<file path="config.mk">
export PLATFORM = sky130hd
export DESIGN_NAME = display_eight_reader
export DESIGN_NICKNAME = d
export VERILOG_FILES = /design/src/rtl/display_pkg.sv /design/src/rtl/display_eight_reader_seg_to_nibble.sv /design/src/rtl/display_eight_reader.sv
export SDC_FILE = /design/constraint.sdc
export NUM_CORES = 1
export LEC_CHECK = 0
export CAP_MARGIN = 20
export CELL_PAD_IN_SITES_DETAIL_PLACEMENT = 1
export CELL_PAD_IN_SITES_GLOBAL_PLACEMENT = 2
export CORE_AREA = 3 3 85 107
export CTS_CLUSTER_DIAMETER = 150
export DETAILED_ROUTE_END_ITERATION = 8
export DIE_AREA = 0 0 88 110
export PLACE_DENSITY = 0.81
export SETUP_SLACK_MARGIN = 0.05
export SYNTH_ARGS = -nofsm -noshare
export SYNTH_HDL_FRONTEND = slang
export SYNTH_SLANG_ARGS = --single-unit
</file>
<file path="constraint.sdc">
create_clock -name clk -period 7.5 [get_ports clk]
set_clock_uncertainty 0.1 [all_clocks]
set_input_delay 1.5 -clock clk [delete_from_list [all_inputs] [get_ports clk]]
set_output_delay 1.5 -clock clk [all_outputs]
set_load 0.005 [all_outputs]
</file>
<file path="src/rtl/display_pkg.sv">
// Segment encodings and state type shared by the seven-segment readback path.
package display_pkg;
  localparam int NUM_DIGITS = 2;
  localparam int SEG_W      = 7;
  localparam int NIB_W      = 4;

  // Active-low, bit0=a .. bit6=g
  localparam logic [SEG_W-1:0] SEG_HEX_0 = 7'h40;
  localparam logic [SEG_W-1:0] SEG_HEX_1 = 7'h79;
  localparam logic [SEG_W-1:0] SEG_HEX_2 = 7'h24;
  localparam logic [SEG_W-1:0] SEG_HEX_3 = 7'h30;
  localparam logic [SEG_W-1:0] SEG_HEX_4 = 7'h19;
  localparam logic [SEG_W-1:0] SEG_HEX_5 = 7'h12;
  localparam logic [SEG_W-1:0] SEG_HEX_6 = 7'h02;
  localparam logic [SEG_W-1:0] SEG_HEX_7 = 7'h78;
  localparam logic [SEG_W-1:0] SEG_HEX_8 = 7'h00;
  localparam logic [SEG_W-1:0] SEG_HEX_9 = 7'h10;
  localparam logic [SEG_W-1:0] SEG_HEX_A = 7'h08;
  localparam logic [SEG_W-1:0] SEG_HEX_B = 7'h03;
  localparam logic [SEG_W-1:0] SEG_HEX_C = 7'h46;
  localparam logic [SEG_W-1:0] SEG_HEX_D = 7'h21;
  localparam logic [SEG_W-1:0] SEG_HEX_E = 7'h06;
  localparam logic [SEG_W-1:0] SEG_HEX_F = 7'h0E;
  localparam logic [SEG_W-1:0] SEG_BLANK = 7'h7F;

  typedef enum logic {TRACK, PENDING} state_t;
endpackage

</file>
<file path="src/rtl/display_eight_reader_seg_to_nibble.sv">
// Combinational seven-segment to hex nibble decoder; unknown patterns flag illegal and read 0.
module seg_to_nibble
  import display_pkg::*;
(
  input  logic [SEG_W-1:0] i_seg,
  output logic [NIB_W-1:0] o_nib,
  output logic             o_err
);
  always_comb begin
    o_nib = '0;
    o_err = 1'b0;
    case (i_seg)
      SEG_HEX_0: o_nib = 4'h0;
      SEG_HEX_1: o_nib = 4'h1;
      SEG_HEX_2: o_nib = 4'h2;
      SEG_HEX_3: o_nib = 4'h3;
      SEG_HEX_4: o_nib = 4'h4;
      SEG_HEX_5: o_nib = 4'h5;
      SEG_HEX_6: o_nib = 4'h6;
      SEG_HEX_7: o_nib = 4'h7;
      SEG_HEX_8: o_nib = 4'h8;
      SEG_HEX_9: o_nib = 4'h9;
      SEG_HEX_A: o_nib = 4'hA;
      SEG_HEX_B: o_nib = 4'hB;
      SEG_HEX_C: o_nib = 4'hC;
      SEG_HEX_D: o_nib = 4'hD;
      SEG_HEX_E: o_nib = 4'hE;
      SEG_HEX_F: o_nib = 4'hF;
      default:   o_err = 1'b1;
    endcase
  end
endmodule

</file>
<file path="src/rtl/display_eight_reader.sv">
// Recovers the byte shown on a two-digit seven-segment bus after a stability filter.
// Optional drop counter enabled by DISPLAY_READER_DROP_CNT_EN.
module display_eight_reader
  import display_pkg::*;
#(
  parameter int STABLE_CYCLES = 4,
  parameter int CNT_W         = 8
) (
  input  logic                 clk,
  input  logic                 rst_n,
  input  logic [SEG_W-1:0]     first_led,
  input  logic [SEG_W-1:0]     second_led,
  output logic [7:0]           out_data,
  output logic [1:0]           out_err,
  output logic                 out_valid,
`ifdef DISPLAY_READER_DROP_CNT_EN
  output logic [7:0]           drop_count,
  input  logic                 drop_clear,
`endif
  input  logic                 out_ready
);
  localparam int PAIR_W = NUM_DIGITS * SEG_W;
  localparam logic [CNT_W-1:0] STB    = CNT_W'(STABLE_CYCLES);
  localparam logic [CNT_W-1:0] STB_M1 = CNT_W'(STABLE_CYCLES - 1);

  logic [PAIR_W-1:0] r_samp;
  logic [CNT_W-1:0]  r_cnt;
  logic [PAIR_W-1:0] r_last;
  logic              r_last_vld;
  state_t            r_state;
  logic [7:0]        r_data;
  logic [1:0]        r_err;

  logic [PAIR_W-1:0]                       w_in;
  logic                                    w_eq, w_qual, w_new, w_hs;
  logic [NUM_DIGITS-1:0][SEG_W-1:0]        w_seg;
  logic [NUM_DIGITS-1:0][NIB_W-1:0]        w_nib;
  logic [NUM_DIGITS-1:0]                   w_err;

  assign w_in   = {second_led, first_led};
  assign w_eq   = (w_in == r_samp);
  assign w_qual = w_eq && (r_cnt == STB_M1);
  // Only a pair that differs from the last one emitted counts as new
  assign w_new  = w_qual && (!r_last_vld || (r_samp != r_last));
  assign w_hs   = (r_state == PENDING) && out_ready;
  assign w_seg  = r_samp;

  for (genvar g = 0; g < NUM_DIGITS; g++) begin : g_dig
    seg_to_nibble u_dec (
      .i_seg (w_seg[g]),
      .o_nib (w_nib[g]),
      .o_err (w_err[g])
    );
  end

  always_ff @(posedge clk or negedge rst_n) begin
    if (!rst_n) begin
      r_samp <= {PAIR_W{1'b1}};
      r_cnt  <= '0;
    end else begin
      r_samp <= w_in;
      if (!w_eq)            r_cnt <= '0;
      else if (r_cnt != STB) r_cnt <= r_cnt + CNT_W'(1);
    end
  end

  always_ff @(posedge clk or negedge rst_n) begin
    if (!rst_n) begin
      r_state    <= TRACK;
      r_data     <= '0;
      r_err      <= '0;
      r_last     <= '0;
      r_last_vld <= 1'b0;
    end else begin
      case (r_state)
        TRACK: if (w_new) begin
          r_data     <= w_nib;
          r_err      <= w_err;
          r_last     <= r_samp;
          r_last_vld <= 1'b1;
          r_state    <= PENDING;
        end
        PENDING: if (w_hs) begin
          if (w_new) begin
            r_data     <= w_nib;
            r_err      <= w_err;
            r_last     <= r_samp;
            r_last_vld <= 1'b1;
          end else begin
            r_state <= TRACK;
          end
        end
        default: r_state <= TRACK;
      endcase
    end
  end

`ifdef DISPLAY_READER_DROP_CNT_EN
  logic       w_drop;
  logic [7:0] r_drop;
  assign w_drop = (r_state == PENDING) && !out_ready && w_new;

  always_ff @(posedge clk or negedge rst_n) begin
    if (!rst_n)                        r_drop <= '0;
    else if (drop_clear)               r_drop <= '0;
    else if (w_drop && r_drop != 8'hFF) r_drop <= r_drop + 8'd1;
  end
  assign drop_count = r_drop;
`endif

  assign out_data  = r_data;
  assign out_err   = r_err;
  assign out_valid = (r_state == PENDING);
endmodule

</file>
==> out/results.tsv, run 1 <==
stage	metric	value	unit
floorplan	num_rows	37	
clock_network	cts_tree	yes	
pwr	power.leakage	1.34	nW
routing	dr.first_iter.drc_count	65	
sta	grt_setup_unrepaired	no	
setup_path	worstRegToRegCells	7	
clock_network	cts_made_buffers	5	
routing	ant_nets	0	
placed_design	dpl.hpwl	4460	um
placed_design	postPlaceCellArea	3120	sq um
routing	vias_per_cell	5.29	
setup_path	endpoint_kind	register	
routing	wire_per_inst	16.5	um
placed_design	dp.cells	368	
logic_synthesis	synth_seq_cells	48	
clock_network	cts_resized	0	
setup_path	crit_arrival	4.48	ns
cells_and_area	num-fill-cells	901	
clock_network	post_cts_buffers	0	
global_route	grt-ovfl-total	0	
cells_and_area	nNetsFinal	299	
setup_path	r2r_end	r_last[2]	
job	cap_violations	0	
floorplan	start_util	0.347	
setup_path	cp-start-kind	input pin	
routing	drt_wl_total	6240	um
logic_synthesis	synth_fp_nets	283	
logic_synthesis	syn_inst	264	
logic_synthesis	seq_area_frac_synth	0.429	
logic_synthesis	async_flop_share	1.00	
floorplan	ios	28	
sta	fmax	228	MHz
pwr	ir_drop	0.0000702	V
clock_network	clock_path_buffers	2	
setup_path	r2r_start	r_samp[9]	
clock_network	h-tree-depth	2	
sta	hold-worst-slack	0.375	ns
hold_path	holdCritPathClass	register to register	
sta	drv_slew	0	
logic_synthesis	synth_edf_count	0	
clock_network	path_clk_slew	0.08	ns
setup_path	rrSetupSlack	4.09	ns
global_route	grt_pass1_wl	10500	um
floorplan	die_w	88	um
logic_synthesis	ys.warnings.count	0	
placed_design	io_buffers	27	
logic_synthesis	syn_area_per_cell	10.8	sq um
sta	finalHoldViolCount	0	
cells_and_area	final_util	0.396	
pwr	power_density	149	nW/um^2
cells_and_area	syn2layout_area_growth	14.2	%
global_route	grt_use_total	0.139	
sta	setup_viol	0	
sta	min_period_over_period	0.586	
logic_synthesis	synth.distinct_cells	56	
routing	vias	2001	
outcome	outcome	complete, no violations	
clock_network	clkLatencyLatePin	0.30	ns
global_route	antenna_found_initial	0	
hold_path	worstHoldStart	r_last_vld	
cells_and_area	drive_gt1_frac	0.196	
sta	min_period	4.40	ns
setup_path	required	7.58	ns
sta	worst_slew_pin_slew	0.641	ns
routing	drc	0	
clock_network	root_buffer	clkbuf_8	
sta	finalSetupTns	0	ns
floorplan	core	8190	sq um
floorplan	fp.dieH	110	um
setup_path	path_max_fanout	12	
global_route	grt_pass1_vias	2098	
logic_synthesis	synth_area	2840	sq um
floorplan	die_area	9680	sq um
global_route	grt_max_degree	49	
sta	relSlewSlack	0.573	
setup_path	startpoint	second_led[5]	
placed_design	gp_congestion	0.766	
cells_and_area	antenna_cells	0	
routing	firstDrtPassIters	4	
clock_network	cts_sinks	48	
logic_synthesis	synthFlopType	dfrtp_1	
cells_and_area	finalNonFillerCells	378	
cells_and_area	fin_area	3240	sq um
setup_path	crit_type	input pin to register	
setup_path	endpoint	r_last[2]	
clock_network	hold_buffers	0	
[cells in the mapped netlist (all sizes together), types with 6 or more instances]
| library cell | number | area [sq um] |
|---|---|---|
| a21oi | 7 | 35.0 |
| buf | 7 | 58.8 |
| clkbuf | 14 | 52.6 |
| dfrtp | 34 | 851 |
| dfstp | 14 | 368 |
| inv | 10 | 37.5 |
| mux2 | 21 | 297 |
| nand2 | 10 | 37.5 |
| nand3 | 8 | 40.0 |
| nand4 | 6 | 43.8 |
| nor2 | 15 | 56.3 |
| nor3 | 6 | 30.0 |
| o21ai | 7 | 35.0 |
| xnor2 | 16 | 140 |
| xor2 | 20 | 175 |
[power by group]
group          switching, W  internal [W]  leakage [nW]
Combinational     0.0000208     0.0000237         0.689
Sequential        0.0000171      0.000266         0.607
Clock             0.0000811     0.0000753        0.0455
Total              0.000119      0.000365          1.34
[cell usage in the layout (no fill, tap or decap), drive strengths merged, types with 2 or more instances in the layout]
master	n
mux2	21
a21oi	7
and3b	3
mux2i	4
inv	10
nor3b	2
nand3	8
nand3b	3
dfrtp	34
or3b	4
buf	4
o31a	2
xnor2	16
nand2	10
o32ai	2
or2	2
and3	2
nor2b	5
nand2b	3
a31oi	4
clkdlybuf4s50	26
a32oi	2
ha	2
nor3	6
o211ai	3
nor2	15
dfstp	14
o21ai	7
nor4bb	2
nand4	6
clkbuf	8
xor2	20
a2111oi	2
nor4	5
[kinds of logic (layout without fill, tap and decap cells)]
kind of cell,Yosys count,count (layout),synth area share
compound gates,41,41,0.109
xor+xnor,36,36,0.111
fa+ha+maj,2,2,0.00881
buf+inv,31,48,0.0524
flops,48,48,0.429
mux,25,25,0.119
simple gates,81,81,0.171
[area by class of cell]
cell class                      count  area, sq um  area share
Timing Repair Buffer               30          304      0.0937
Tap cell                           97          121      0.0374
Sequential cell                    48         1220       0.376
Clock buffer                        8         90.1      0.0278
Multi-Input combinational cell    185         1470       0.454
Inverter                           10         37.5      0.0116
[layer usage]
layer	wire length [um]	up-vias	part of all wire	global-route usage
li1	-	963	-	-
met3	62	7	0.0099	0.0171
met2	3240	20	0.52	0.244
met1	2820	1011	0.45	0.175
met4	120	0	0.019	0.0504
met5	0	-	0	0
[through the flow]
stage,total power (W),setup slack [ns]
after floorplan,0.000310,3.95
after global placement,0.000331,2.62
after detailed placement,0.000332,2.45
after CTS,0.000490,2.77
after global routing,0.000512,2.89
final,0.000484,3.10
[how the worst min path moves through the flow]
stage | endpoint | slack [ns] | cells past startpoint
after global routing | r_last_vld | 0.40 | 1
final | r_last_vld | 0.37 | 1
after floorplan | r_last_vld | 0.34 | 1
after detailed placement | r_last_vld | 0.36 | 1
after global placement | r_last_vld | 0.36 | 1
after CTS | r_last_vld | 0.38 | 1
[sequential cells by signal, summed over array words and instances, names as in the netlist]
name	cells
r_samp	14
r_cnt	8
out_err	2
r_last	14
r_last_vld	1
out_valid	1
out_data	8
[critical path: stages]
cell             delay (ns)
clkdlybuf4s50_1        0.43
xor2_1                 0.15
nor4_1                 0.39
nand4_2                0.39
a2111oi_4              0.74
buf_6                  0.24
buf_4                  0.26
mux2_2                 0.36
Power figures use the tool's default switching activity.
==> inputs of run 2 (changes only) <==
clock period = 4.5 ns   (was 7.5 ns; I/O delays follow)
==> run 2 against run 1 <==
  * Final cell count grew 0.26%
  * Clock-buffer cell count shrank 2
  * Highest routed layer unchanged
  * First-iteration DRC count grew 57%
==> out/results.tsv, run 2 (synthesis results as in run 1) <==
stage	metric	value	unit	change
floorplan	start_util	0.347		unchanged
sta	finalHoldViolCount	0		unchanged
routing	drt_wl_total	6330	um	was 6240 um
job	cap_violations	0		unchanged
cells_and_area	layout_common_cells	34 x dfrtp_1, 26 x clkdlybuf4s50_1, 20 x xor2_1, 16 x xnor2_1, 16 x mux2_4		unchanged
clock_network	post_cts_buffers	0		unchanged
routing	firstDrtPassIters	4		unchanged
outcome	outcome	complete, no violations		unchanged
pwr	power_density	260	nW/um^2	was 149 nW/um^2
placed_design	dp_slack	0.596	ns	was 2.45 ns
clock_network	clock_path_buffers	2		unchanged
sta	finalSetupTns	0	ns	unchanged
pwr	pwr-share-comb	0.088		was 0.092
global_route	antenna_found_initial	0		unchanged
routing	ant_nets	0		unchanged
clock_network	cts_tree	yes		unchanged
placed_design	io_buffers	27		unchanged
cells_and_area	reg_top3	r_last x14, r_samp x14		unchanged
global_route	grt_pass1_wl	10900	um	was 10500 um
sta	setup_viol	0		unchanged
clock_network	cts_sinks	48		unchanged
global_route	grt_pass1_vias	2147		was 2098
clock_network	cts_resized	0		unchanged
clock_network	hold_buffers	0		unchanged
routing	drc	0		unchanged
setup_path	r2r_start	r_samp[9]		unchanged
pwr	power.leakage	1.36	nW	was 1.34 nW
cells_and_area	nNetsFinal	300		was 299
clock_network	root_buffer	clkbuf_8		unchanged
clock_network	clkLatencyLatePin	0.30	ns	about the same
floorplan	die_w	88	um	unchanged
setup_path	endpoint_kind	register		unchanged
sta	worst_slew_pin_slew	0.642	ns	was 0.641 ns
cells_and_area	num-fill-cells	900		was 901
cells_and_area	drive_gt1_frac	0.202		was 0.196
cells_and_area	antenna_cells	0		unchanged
pwr	switching_power	0.000202	W	was 0.000119 W
sta	min_period_over_period	0.796		
setup_path	r2r_end	r_last[2]		unchanged
sta	hold-worst-slack	0.331	ns	was 0.375 ns
placed_design	dpl.hpwl	4410	um	was 4460 um
sta	fin_ws	0.919	ns	was 3.10 ns
pwr	ir_drop	0.000105	V	was 0.0000702 V
clock_network	h-tree-depth	2		unchanged
cells_and_area	syn2layout_area_growth	15.0	%	was 14.2%
pwr	p_int	0.000648	W	was 0.000365 W
cells_and_area	final_common_cell	dfrtp_1		unchanged
global_route	grt_use_total	0.144		was 0.139
clock_network	path_clk_slew	0.08	ns	about the same
floorplan	die_area	9680	sq um	unchanged
routing	wire_per_inst	16.7	um	was 16.5 um
routing	vias_per_cell	5.36		was 5.29
setup_path	rrSetupSlack	1.30	ns	was 4.09 ns
floorplan	core	8190	sq um	unchanged
setup_path	critical_path.top_delay_family	simple AND/OR/NAND/NOR gates		was buffers and inverters
setup_path	worstRegToRegCells	6		was 7
setup_path	slowest_delay	0.74	ns	about the same
setup_path	cp-start-kind	input pin		unchanged
global_route	grt-ovfl-total	0		unchanged
pwr	seq_power_share	0.555		was 0.585
cells_and_area	final_util	0.399		was 0.396
setup_path	cp_cell_sequence	clkdlybuf4s50_1 > xor2_1 > nor4_1 > nand4_2 > a2111oi_4 > buf_4 > mux2_2		was clkdlybuf4s50_1 > xor2_1 > nor4_1 > nand4_2 > a2111oi_4 > buf_6 > buf_4 > mux2_2
routing	dr.first_iter.drc_count	102		was 65
clock_network	cts_made_buffers	5		unchanged
setup_path	endpoint	r_last[2]		unchanged
floorplan	fp.dieH	110	um	unchanged
floorplan	num_rows	37		unchanged
hold_path	holdCritPathClass	input pin to asynchronous set/reset pin		was register to register
setup_path	cp.depth	7		was 8
floorplan	ios	28		unchanged
setup_path	required	4.58	ns	was 7.58 ns
setup_path	cp_slowest_cell	a2111oi_4		unchanged
sta	relSlewSlack	0.568		was 0.573
setup_path	crit_type	input pin to register		unchanged
setup_path	startpoint	second_led[5]		unchanged
setup_path	path_max_fanout	10		was 12
routing	vias	2031		was 2001
setup_path	crit_arrival	3.66	ns	was 4.48 ns
placed_design	gp_congestion	0.782		was 0.766
setup_path	crit_buf_inv	2		was 3
pwr	swShare	0.238		was 0.246
sta	grt_setup_unrepaired	no		unchanged
sta	fmax	279	MHz	
sta	drv_slew	0		unchanged
sta	min_period	3.58	ns	
pwr	p_clk_frac	0.357		was 0.323
global_route	grt_max_degree	49		unchanged
==> run 2: changes by cell type in the layout (fill, tap and decap cells not counted) <==
cell / previous run / this run
buf_4: 1 / 3
buf_6: 1 / 0
bufinv_16: 0 / 1
clkbuf_1: 2 / 1
clkbuf_8: 6 / 5
clkinv_2: 0 / 1
==> run 2: per-layer routing <==
metal,up-vias,global-route usage,wire (um),part of all wire
met2,21,0.255,3370,0.53
met1,1030,0.174,2700,0.43
met4,0,0.0581,173,0.027
met5,-,0,0,0
met3,14,0.0208,86,0.014
li1,966,-,-,-
==> run 2: worst min-delay path by stage <==
stage,startpoint,to,slack (ns),depth (start not counted)
3_5_place_dp,r_last_vld,r_last_vld,0.36,1
4_1_cts,r_last_vld,r_last_vld,0.38,1
6_report,rst_n,r_cnt[4],0.33,1
2_1_floorplan,r_last_vld,r_last_vld,0.34,1
3_3_place_gp,r_last_vld,r_last_vld,0.36,1
5_1_grt,rst_n,r_cnt[4],0.32,1
==> run 2: per-stage QoR <==
step | total power [W] | area, sq um | instances
final | 0.000850 | 3270 | 379
after floorplan | 0.000517 | 2840 | 264
after detailed placement | 0.000554 | 3140 | 370
after global routing | 0.000897 | 3270 | 379
after global placement | 0.000552 | 3140 | 370
after CTS | 0.000861 | 3250 | 378
==> run 2: final cells by class <==
| cell class | count | area (sq um) | area share |
|---|---|---|---|
| multi-input cells | 185 | 1470 | 0.451 |
| repair buffers | 31 | 308 | 0.0943 |
| well taps | 97 | 121 | 0.0372 |
| flip-flops and latches | 48 | 1220 | 0.373 |
| inverters | 10 | 37.5 | 0.0115 |
| clock inverters | 2 | 35.0 | 0.0107 |
| clock buffers | 6 | 72.6 | 0.0222 |
==> run 2: power groups by stage <==
stage | Sequential, W | Combinational (W) | Clock [W]
final | 0.000472 | 0.0000749 | 0.000303
after global routing | 0.000476 | 0.0000839 | 0.000337
after CTS | 0.000472 | 0.0000747 | 0.000314
after detailed placement | 0.000480 | 0.0000733 | 0
after global placement | 0.000480 | 0.0000719 | 0
after floorplan | 0.000456 | 0.0000612 | 0
==> inputs of run 3 (changes only) <==
clock period = 3.5 ns   (was 4.5 ns; I/O delays follow)
==> run 3 against run 2 <==
  * Highest routed layer unchanged
  * Worst hold slack got worse by 0.18 ns
  * Total power increased by 20%
  * First-iteration DRC count decreased by 25%
  * Design area decreased by 0.42%
  * Critical path type unchanged
  * Flip-flop and latch count unchanged
  * Critical endpoint unchanged
  * Core utilization decreased by 0.17 points
==> out/results.tsv, run 3 (synthesis results as in run 1) <==
stage	metric	value	unit	change
setup_path	cp-start-kind	input pin		unchanged
setup_path	required	3.58	ns	was 4.58 ns
floorplan	die_w	88	um	unchanged
global_route	grt-ovfl-total	0		unchanged
setup_path	crit_buf_inv	2		unchanged
setup_path	r2r_end	r_last[2]		unchanged
routing	ant_nets	0		unchanged
setup_path	crit_type	input pin to register		unchanged
sta	finalSetupTns	0	ns	unchanged
sta	setup_viol	0		unchanged
job	cap_violations	0		unchanged
routing	vias_per_cell	5.31		was 5.36
sta	finalHoldViolCount	0		unchanged
cells_and_area	nNetsFinal	300		unchanged
floorplan	die_area	9680	sq um	unchanged
floorplan	start_util	0.347		unchanged
clock_network	cts_resized	0		unchanged
cells_and_area	layout_common_cells	34 x dfrtp_1, 26 x clkdlybuf4s50_1, 20 x xor2_1, 16 x xnor2_1, 16 x mux2_4		unchanged
pwr	power.leakage	1.34	nW	was 1.36 nW
cells_and_area	final_util	0.397		was 0.399
clock_network	cts_tree	yes		unchanged
setup_path	critical_path.top_delay_family	buffers and inverters		was simple AND/OR/NAND/NOR gates
routing	wire_per_inst	16.5	um	was 16.7 um
setup_path	slowest_delay	0.44	ns	was 0.74 ns
setup_path	rrSetupSlack	0.81	ns	was 1.30 ns
clock_network	post_cts_buffers	0		unchanged
floorplan	core	8190	sq um	unchanged
cells_and_area	antenna_cells	0		unchanged
setup_path	endpoint_kind	register		unchanged
global_route	gr-usage-met1	0.178		was 0.174
sta	drv_slew	0		unchanged
hold_path	holdCritPathClass	input pin to asynchronous set/reset pin		unchanged
global_route	use_met3	0.0178		was 0.0208
global_route	grt_pass1_vias	2133		was 2147
clock_network	path_clk_slew	0.09	ns	was 0.08 ns
cells_and_area	reg_top3	r_last x14, r_samp x14		unchanged
cells_and_area	syn2layout_area_growth	14.5	%	was 15.0%
cells_and_area	seq_area	1220	sq um	unchanged
global_route	grt_pass1_wl	10700	um	was 10900 um
setup_path	cp_cell_sequence	clkdlybuf4s50_1 > xor2_1 > nor4_1 > nand4_2 > a2111oi_4 > buf_12 > mux2_2		was clkdlybuf4s50_1 > xor2_1 > nor4_1 > nand4_2 > a2111oi_4 > buf_4 > mux2_2
routing	drt_wl_total	6250	um	was 6330 um
clock_network	cts_made_buffers	5		unchanged
setup_path	cp_slowest_cell	clkdlybuf4s50_1		was a2111oi_4
setup_path	path_max_fanout	25		was 10
routing	dr.first_iter.drc_count	77		was 102
floorplan	fp.dieH	110	um	unchanged
global_route	antenna_found_initial	0		unchanged
routing	vias	2013		was 2031
sta	fmax	347	MHz	
placed_design	gp_congestion	0.786		was 0.782
cells_and_area	drive_gt1_frac	0.199		was 0.202
placed_design	io_buffers	27		unchanged
global_route	grt_busiest_layer	met2		unchanged
clock_network	hold_buffers	0		unchanged
sta	min_period	2.88	ns	
pwr	total_power	0.00102	W	was 0.000850 W
routing	drc	0		unchanged
placed_design	dpl.hpwl	4460	um	was 4410 um
cells_and_area	num-fill-cells	899		was 900
pwr	power_density	313	nW/um^2	was 260 nW/um^2
global_route	grt_max_degree	49		unchanged
floorplan	ios	28		unchanged
clock_network	h-tree-depth	2		unchanged
global_route	grtUsageMet2	0.249		was 0.255
clock_network	clock_path_buffers	2		unchanged
sta	grt_setup_unrepaired	no		unchanged
sta	relSlewSlack	0.610		was 0.568
setup_path	worstRegToRegCells	6		unchanged
outcome	outcome	complete, no violations		unchanged
setup_path	crit_arrival	2.96	ns	was 3.66 ns
cells_and_area	final_common_cell	dfrtp_1		unchanged
clock_network	cts_sinks	48		unchanged
routing	firstDrtPassIters	4		unchanged
clock_network	root_buffer	clkbuf_8		unchanged
pwr	ir_drop	0.000129	V	was 0.000105 V
sta	min_period_over_period	0.824		
setup_path	r2r_start	r_samp[9]		unchanged
clock_network	clkLatencyLatePin	0.29	ns	was 0.30 ns
sta	worst_slew_pin_slew	0.580	ns	was 0.642 ns
global_route	grt_use_total	0.141		was 0.144
cells_and_area	multiInputGateArea	1470	sq um	unchanged
floorplan	num_rows	37		unchanged
[run 3: cell type report]
cell class                 instances  share of cell area
clock buffer                       7              0.0235
inverter                          10              0.0115
timing repair buffer              31              0.0985
sequential                        48               0.375
tap                               97              0.0373
clock inverter                     1             0.00154
multi-input combinational        185               0.453
[run 3: worst max-delay path by stage]
stage | startpoint | cells after the start | to
after floorplan | second_led[5] | 6 | out_data[0]
after global placement | second_led[5] | 7 | r_last[1]
after detailed placement | second_led[5] | 7 | r_last[1]
after CTS | second_led[5] | 7 | r_last[2]
after global routing | first_led[4] | 7 | r_last[3]
final | second_led[5] | 7 | r_last[2]
[run 3: worst reg2reg max path: stages, from the launching register on]
cell and delay (ns):
dfstp_2 0.70, xor2_1 0.11, nor4_1 0.41, nand4_2 0.21, a2111oi_4 0.41, buf_12 0.25, mux2_2 0.37
[run 3: layer usage]
layer	vias up	part of all wire	wire length, um
met1	1023	0.44	2750
met4	0	0.016	102
met3	6	0.013	80
met5	-	0	0
li1	963	-	-
met2	21	0.53	3310
[run 3: where the power goes]
part | switching (W) | leakage (nW) | internal (W)
Sequential | 0.0000343 | 0.607 | 0.000570
Combinational | 0.0000474 | 0.694 | 0.0000515
Clock | 0.000174 | 0.0422 | 0.000141
[run 3: metrics by stage]
stage	area, sq um	worst slack, ns	cells	hold slack, ns
2_1_floorplan	2840	0.751	264	0.304
3_3_place_gp	3150	0.355	370	0.357
3_5_place_dp	3150	0.318	370	0.358
4_1_cts	3230	0.628	378	0.386
5_1_grt	3250	0.573	379	0.142
6_report	3250	0.616	379	0.147
